## config.mk

```make
export PLATFORM = sky130hd
export DESIGN_NAME = hazard_ctrl
export DESIGN_NICKNAME = d
export VERILOG_FILES = /design/src/rtl/hazard_pkg.sv /design/src/rtl/hazard_scoreboard.sv /design/src/rtl/hazard_ctrl.sv
export SDC_FILE = /design/constraint.sdc
export NUM_CORES = 1
export LEC_CHECK = 0
export ABC_AREA = 1
export CAP_MARGIN = 20
export CORE_MARGIN = 2
export CORE_UTILIZATION = 35
export DETAILED_ROUTE_END_ITERATION = 10
export PLACE_DENSITY = 0.57
export SYNTH_ARGS = -nofsm -noshare
export SYNTH_HDL_FRONTEND = slang
export SYNTH_SLANG_ARGS = --single-unit
```

## constraint.sdc

```tcl
create_clock -name i_clk -period 3.2 [get_ports i_clk]
set_clock_uncertainty 0.15 [all_clocks]
set_input_delay 0.64 -clock i_clk [delete_from_list [all_inputs] [get_ports i_clk]]
set_output_delay 0.64 -clock i_clk [all_outputs]
set_load 0.03 [all_outputs]
```

## src/rtl/hazard_pkg.sv

```systemverilog
// Shared types and constants for the pipeline interlock controller.
package hazard_pkg;

    typedef enum logic [1:0] {
        RUN,
        DRAIN,
        HALTED
    } state_t;

    typedef struct packed {
        logic       valid;
        logic [3:0] reg_addr;
        logic       is_load;
    } slot_t;

    localparam logic [3:0] R0    = 4'd0;
    localparam int         CNT_W = 16;

    // R0 is hardwired to zero, so it can never carry a dependency.
    function automatic logic src_match(input logic en, input logic [3:0] src, input slot_t s);
        return en && s.valid && (src != R0) && (src == s.reg_addr);
    endfunction

endpackage

```

## src/rtl/hazard_scoreboard.sv

```systemverilog
// Three-slot shadow pipeline of in-flight destinations and the RAW match logic.
// HAZARD_FWD_EN: when defined, only a load sitting in EX causes a stall.
module hazard_scoreboard
    import hazard_pkg::*;
(
    input  logic       clk,
    input  logic       rst,
    input  logic [3:0] rd_reg1,
    input  logic [3:0] rd_reg2,
    input  logic       rd_reg1_en,
    input  logic       rd_reg2_en,
    input  logic [3:0] wr_reg,
    input  logic       wr_reg_en,
    input  logic       mem_rd,
    input  logic       bubble,
    output logic       raw_stall
);

    slot_t ex_slot, mem_slot, wb_slot;

    always_ff @(posedge clk) begin
        if (rst) begin
            ex_slot  <= '0;
            mem_slot <= '0;
            wb_slot  <= '0;
        end else begin
            ex_slot  <= bubble ? '0 : slot_t'{valid: wr_reg_en, reg_addr: wr_reg, is_load: mem_rd};
            mem_slot <= ex_slot;
            wb_slot  <= mem_slot;
        end
    end

    always_comb begin
        raw_stall = 1'b0;
`ifdef HAZARD_FWD_EN
        raw_stall = ex_slot.is_load &&
                    (src_match(rd_reg1_en, rd_reg1, ex_slot) ||
                     src_match(rd_reg2_en, rd_reg2, ex_slot));
`else
        // No bypassing anywhere: the value is unusable until WB has written it.
        raw_stall = src_match(rd_reg1_en, rd_reg1, ex_slot)  ||
                    src_match(rd_reg2_en, rd_reg2, ex_slot)  ||
                    src_match(rd_reg1_en, rd_reg1, mem_slot) ||
                    src_match(rd_reg2_en, rd_reg2, mem_slot) ||
                    src_match(rd_reg1_en, rd_reg1, wb_slot)  ||
                    src_match(rd_reg2_en, rd_reg2, wb_slot);
`endif
    end

endmodule

```

## src/rtl/hazard_ctrl.sv

```systemverilog
// Pipeline interlock controller: stall/bubble/flush priority, halt drain FSM, stall counter.
// HAZARD_FWD_EN selects the forwarding-aware RAW rule inside hazard_scoreboard.
module hazard_ctrl
    import hazard_pkg::*;
#(
    parameter int DRAIN_CYC = 3
) (
    input  logic             i_clk,
    input  logic             i_rst,
    input  logic [3:0]       i_rdReg1,
    input  logic [3:0]       i_rdReg2,
    input  logic             i_rdReg1En,
    input  logic             i_rdReg2En,
    input  logic [3:0]       i_wrReg,
    input  logic             i_wrRegEn,
    input  logic             i_memRd,
    input  logic             i_sawJ,
    input  logic             i_hlt,
    input  logic             i_brTaken,
    output logic             o_stallIF,
    output logic             o_bubbleEX,
    output logic             o_flushID,
    output logic             o_hlt,
    output logic [CNT_W-1:0] o_stallCnt
);

    state_t           state, state_next;
    logic [7:0]       drain_cnt, drain_cnt_next;
    logic [CNT_W-1:0] stall_cnt;
    logic             raw_stall;

    hazard_scoreboard u_scoreboard (
        .clk        (i_clk),
        .rst        (i_rst),
        .rd_reg1    (i_rdReg1),
        .rd_reg2    (i_rdReg2),
        .rd_reg1_en (i_rdReg1En),
        .rd_reg2_en (i_rdReg2En),
        .wr_reg     (i_wrReg),
        .wr_reg_en  (i_wrRegEn),
        .mem_rd     (i_memRd),
        .bubble     (o_bubbleEX),
        .raw_stall  (raw_stall)
    );

    always_ff @(posedge i_clk) begin
        if (i_rst) begin
            state     <= RUN;
            drain_cnt <= '0;
        end else begin
            state     <= state_next;
            drain_cnt <= drain_cnt_next;
        end
    end

    // Priority: taken branch > RAW stall > jump/halt. The acceptance edge counts as
    // the first drain cycle, so HALTED is reached DRAIN_CYC cycles after acceptance.
    always_comb begin
        o_stallIF      = 1'b0;
        o_bubbleEX     = 1'b0;
        o_flushID      = 1'b0;
        state_next     = state;
        drain_cnt_next = drain_cnt;
        case (state)
            RUN: begin
                if (i_brTaken) begin
                    o_flushID  = 1'b1;
                    o_bubbleEX = 1'b1;
                end else if (raw_stall) begin
                    o_stallIF  = 1'b1;
                    o_bubbleEX = 1'b1;
                end else begin
                    o_flushID = i_sawJ;
                    if (i_hlt) begin
                        drain_cnt_next = 8'(DRAIN_CYC - 1);
                        if (DRAIN_CYC <= 1)
                            state_next = HALTED;
                        else
                            state_next = DRAIN;
                    end
                end
            end
            DRAIN: begin
                o_stallIF      = 1'b1;
                o_flushID      = 1'b1;
                o_bubbleEX     = i_brTaken | raw_stall;
                drain_cnt_next = drain_cnt - 8'd1;
                if (drain_cnt <= 8'd1)
                    state_next = HALTED;
            end
            HALTED: begin
                o_stallIF  = 1'b1;
                o_flushID  = 1'b1;
                o_bubbleEX = i_brTaken | raw_stall;
            end
            default: state_next = RUN;
        endcase
    end

    always_ff @(posedge i_clk) begin
        if (i_rst)
            stall_cnt <= '0;
        else if (raw_stall && (state != HALTED) && (stall_cnt != '1))
            stall_cnt <= stall_cnt + 1'b1;
    end

    assign o_hlt      = (state == HALTED);
    assign o_stallCnt = stall_cnt;

endmodule

```

==> qor.csv <==
stage;metric;value;unit
placed_design;buffer_ports.inserted;39;
placed_design;place.gp.congestion;0.866;
sta;setup_viol_count_final;0;
synth;synth_cells;418;
route;final_ant_viol_nets;0;
synth;avgSynthCellArea;6.31;µm²
floorplan;die-width;90.8;µm
synth;synth_async_sr_flop_share;0;%
synth;synth_top_family_by_area;simple AND/OR/NAND/NOR gates;
synth;yosys.cell_count.top_type;nand2_1;
run_status;outcome;completed;
route;route.detailed.vias_per_inst;4.73;
pwr;power_share_of_the_combinational_group;40.2;%
critical_path;path_class;in -> out;
sta;max_clock_freq;326;MHz
sta;period_needed;3.07;ns
floorplan;floorplan.die.height;90.8;µm
pwr;vdd_drop_max;0.000377;V
pwr;netSwitchingPower;0.000688;W
synth;synth_compound_area_share;7.07;%
synth;synthesis.area;2640;µm²
critical_path;cp_num_buf_inv;4;
critical_path;crit_chain;clkdlybuf4s50_1, nand2_1, inv_1, nand2_1, nor2_1, nand3_1, nand2_2, nor2_4, nand2_4, buf_12, nand3_1, a21oi_2, buf_6;
final_layout;finalCoreUtilization;45.0;%
critical_path;cp_data_required_time;2.41;ns
sta;slew-limit-headroom;63.6;%
final_layout;areaGrowthSynthToFinish;24.5;%
placed_design;numPlacedInstances;552;
final_layout;seqCellArea;821;µm²
pwr;cell_pwr_density;546;nW/µm²
route;total_wirelength;6460;µm
grt;grt_pass1_vias;2397;
grt;grt_antenna_before_repair;0;
synth;post-synth-top-area-cell;dfxtp_1;
floorplan;io-pin-count;41;
grt;first_pass_grt_wire_length;11000;µm
synth;synth_fp_nets;446;
synth;synth-edff-count;0;
sta;timing_worst_slew_pin_value;0.546;ns
clock_network;cts_hold_repair.buffers;0;
route;drt-pass1-iter-count;4;
placed_design;hpwl;4740;µm
final_layout;fill_cells;793;
clock_network;root_buffer;clkbuf_8;
floorplan;row_count;31;
critical_path;critPathTopFamily;buffers and inverters;
synth;synth_top_flop_cell;dfxtp_1;
final_layout;count_of_placed_standard_cells_in_the_final_layout_fillers_left_out;560;
route;detailroute.via_count;2649;
floorplan;core_region_area;7290;µm²
synth;synth_top_cells_by_area;dfxtp_1, nand2_1, nor2_1, inv_1, nand4_1;
pwr;cell_internal_pwr;0.00110;W
synth;yosysWarningCount;0;
critical_path;setup.worst_path.end_class;output port;
synth;yosys-mux-area-fraction;0;%
critical_path;worst_path_largest_cell_delay;0.50;ns
synth;synth-seq-cells;41;
route;drt_iter0_drc;90;
clock_network;number_of_clock_buffers_inserted_by_tritoncts;5;
grt;groute.usage.overall;16.0;%
final_layout;multi_input_area;1540;µm²
clock_network;cts.sink_count;41;
sta;rsz0062_at_grt;true;
clock_network;cts-root-to-sink-buffers;2;
critical_path;critical_path_data_arrival_time;2.28;ns
sta;final.hold.worst_slack;0.286;ns
sta;postLayoutSetupSlackWorst;0.130;ns
pwr;sequentialPowerShare;35.0;%
clock_network;cts.clk_slew.worst_paths;0.08;ns
final_layout;design.final.nets;488;
sta;final-hold-violation-count;0;
critical_path;worstPathMaxFanout;16;
floorplan;initial_utilization;36.2;%
synth;synth_simple_gate_area_share;41.9;%
sta;max_slew_violations;0;
synth;synth_top_area_share;31.1;%
final_layout;n_antenna_cell;0;
clock_network;cts_tree;built;
route;routedWlPerCell;11.5;µm
pwr;p_leak;1.51;nW
critical_path;timing.critical_path.from_type;input port;
pwr;power.share.clock;24.8;%
clock_network;cts-htree-levels;2;
critical_path;critPathSlowestCell;clkdlybuf4s50_1;
sta;part_of_the_cycle_the_worst_path_needs;95.9;%
placed_design;post_place_worst_slack;-0.361;ns
synth;synthesized_area_fraction_occupied_by_xor_and_xnor_cells;5.65;%
clock_network;worstSkewPairLatency;0.30;ns
flow_run;drv.max_cap_violation_count;0;
floorplan;dieArea;8240;µm²
synth;synth_sequential_area_ratio;31.1;%
route;drc_errors;0;
synth;library_cells_used_by_synthesis;28;
pwr;p_sw_share;38.4;%
sta;setup_tns;0;ns
grt;pin_count_of_the_biggest_net_entering_global_routing;27;
min_path;timing.hold.worst.class;reg -> reg;
final_layout;drive_gt1_share;7.38;%
clock_network;cts_post_setup_buffers_inserted;0;
grt;global_route.overflow_total;0;
synth;synth.top_cells.by_count;nand2_1, nor2_1, inv_1;
synth;post_synth_fa_ha_maj_area_fraction;3.32;%
worst register-to-register path, stage by stage, from the launching register on:
cell,delay (ns)
dfxtp_1,0.43
ha_1,0.24
nand2_1,0.14
nor3_4,0.26
nand3_2,0.14
nor2_4,0.12
nand2_4,0.14
nand3_4,0.24
nand2_1,0.08
a21oi_1,0.15
cells in the final DEF (no fill, tap or decap), drive strengths merged:
| cell type | count |
|---|---|
| nand4 | 17 |
| clkinv | 1 |
| dfxtp | 41 |
| o21ai | 7 |
| xnor2 | 5 |
| nand3 | 24 |
| nand2 | 121 |
| a21oi | 23 |
| clkdlybuf4s15 | 1 |
| clkdlybuf4s50 | 27 |
| bufinv | 1 |
| dlygate4sd2 | 5 |
| buf | 7 |
| nor2 | 73 |
| nor3 | 8 |
| dlymetal6s2s | 4 |
| nor4 | 2 |
| ha | 7 |
| nand3b | 2 |
| xor2 | 12 |
| inv | 62 |
| clkbuf | 7 |
| a31oi | 4 |
power groups by stage:
stage	registers [W]	logic [W]	clock network, W
6_report	0.000626	0.000721	0.000444
3_3_place_gp	0.000636	0.000691	0
3_5_place_dp	0.000637	0.000701	0
2_1_floorplan	0.000627	0.000553	0
5_1_grt	0.000635	0.000819	0.000472
4_1_cts	0.000625	0.000711	0.000455
sequential cells by signal, summed over array words and instances (netlist names):
name / flops
o_stallCnt: 16
drain_cnt: 8
u_scoreboard.ex_slot: 5
u_scoreboard.mem_slot: 5
u_scoreboard.wb_slot: 5
state: 2
cell families after synthesis:
family | Yosys count
buffers and inverters | 72
adders and majority gates | 7
and+or+nand+nor | 247
xor gates and xnor gates | 17
DFF | 41
AOI/OAI and AO/OA | 34
path summary, 6_finish.rpt:
path                       startpoint                 endpoint  slack [ns]  depth (start not counted)
max                        i_rdReg2En                o_stallIF        0.13                         13
min          u_scoreboard.mem_slot[5]  u_scoreboard.wb_slot[5]        0.29                          2
min reg2reg  u_scoreboard.mem_slot[5]  u_scoreboard.wb_slot[5]        0.29                          2
max reg2reg             o_stallCnt[0]            o_stallCnt[0]        1.05                          9
through the flow:
step / power, W / instance area (µm²)
3_3_place_gp: 0.00133 / 3130
4_1_cts: 0.00179 / 3260
6_report: 0.00179 / 3280
2_1_floorplan: 0.00118 / 2640
5_1_grt: 0.00193 / 3280
3_5_place_dp: 0.00134 / 3130
final cells by class:
class	count	share of cell area, %
clock inverter	1	0.915
inverter	63	7.21
timing repair buffer	44	13.6
clock buffer	7	2.63
sequential	41	25.0
tap	99	3.77
multi-input combinational	305	46.8
routing by layer:
| metal | track usage (%) | up-vias | wire length (µm) |
|---|---|---|---|
| met4 | 5.18 | 0 | 90 |
| li1 | - | 1389 | - |
| met1 | 21.3 | 1191 | 3170 |
| met2 | 25.5 | 57 | 2850 |
| met3 | 3.76 | 12 | 348 |
| met5 | 0 | - | 0 |
what timing repair did:
item / 4_1_cts / 5_1_grt
endpoints found under the setup margin: 3 / 3
resized for setup: 12 / 10
pin swaps: 0 / 5
Note: power is estimated with default switching activity, not from simulation.
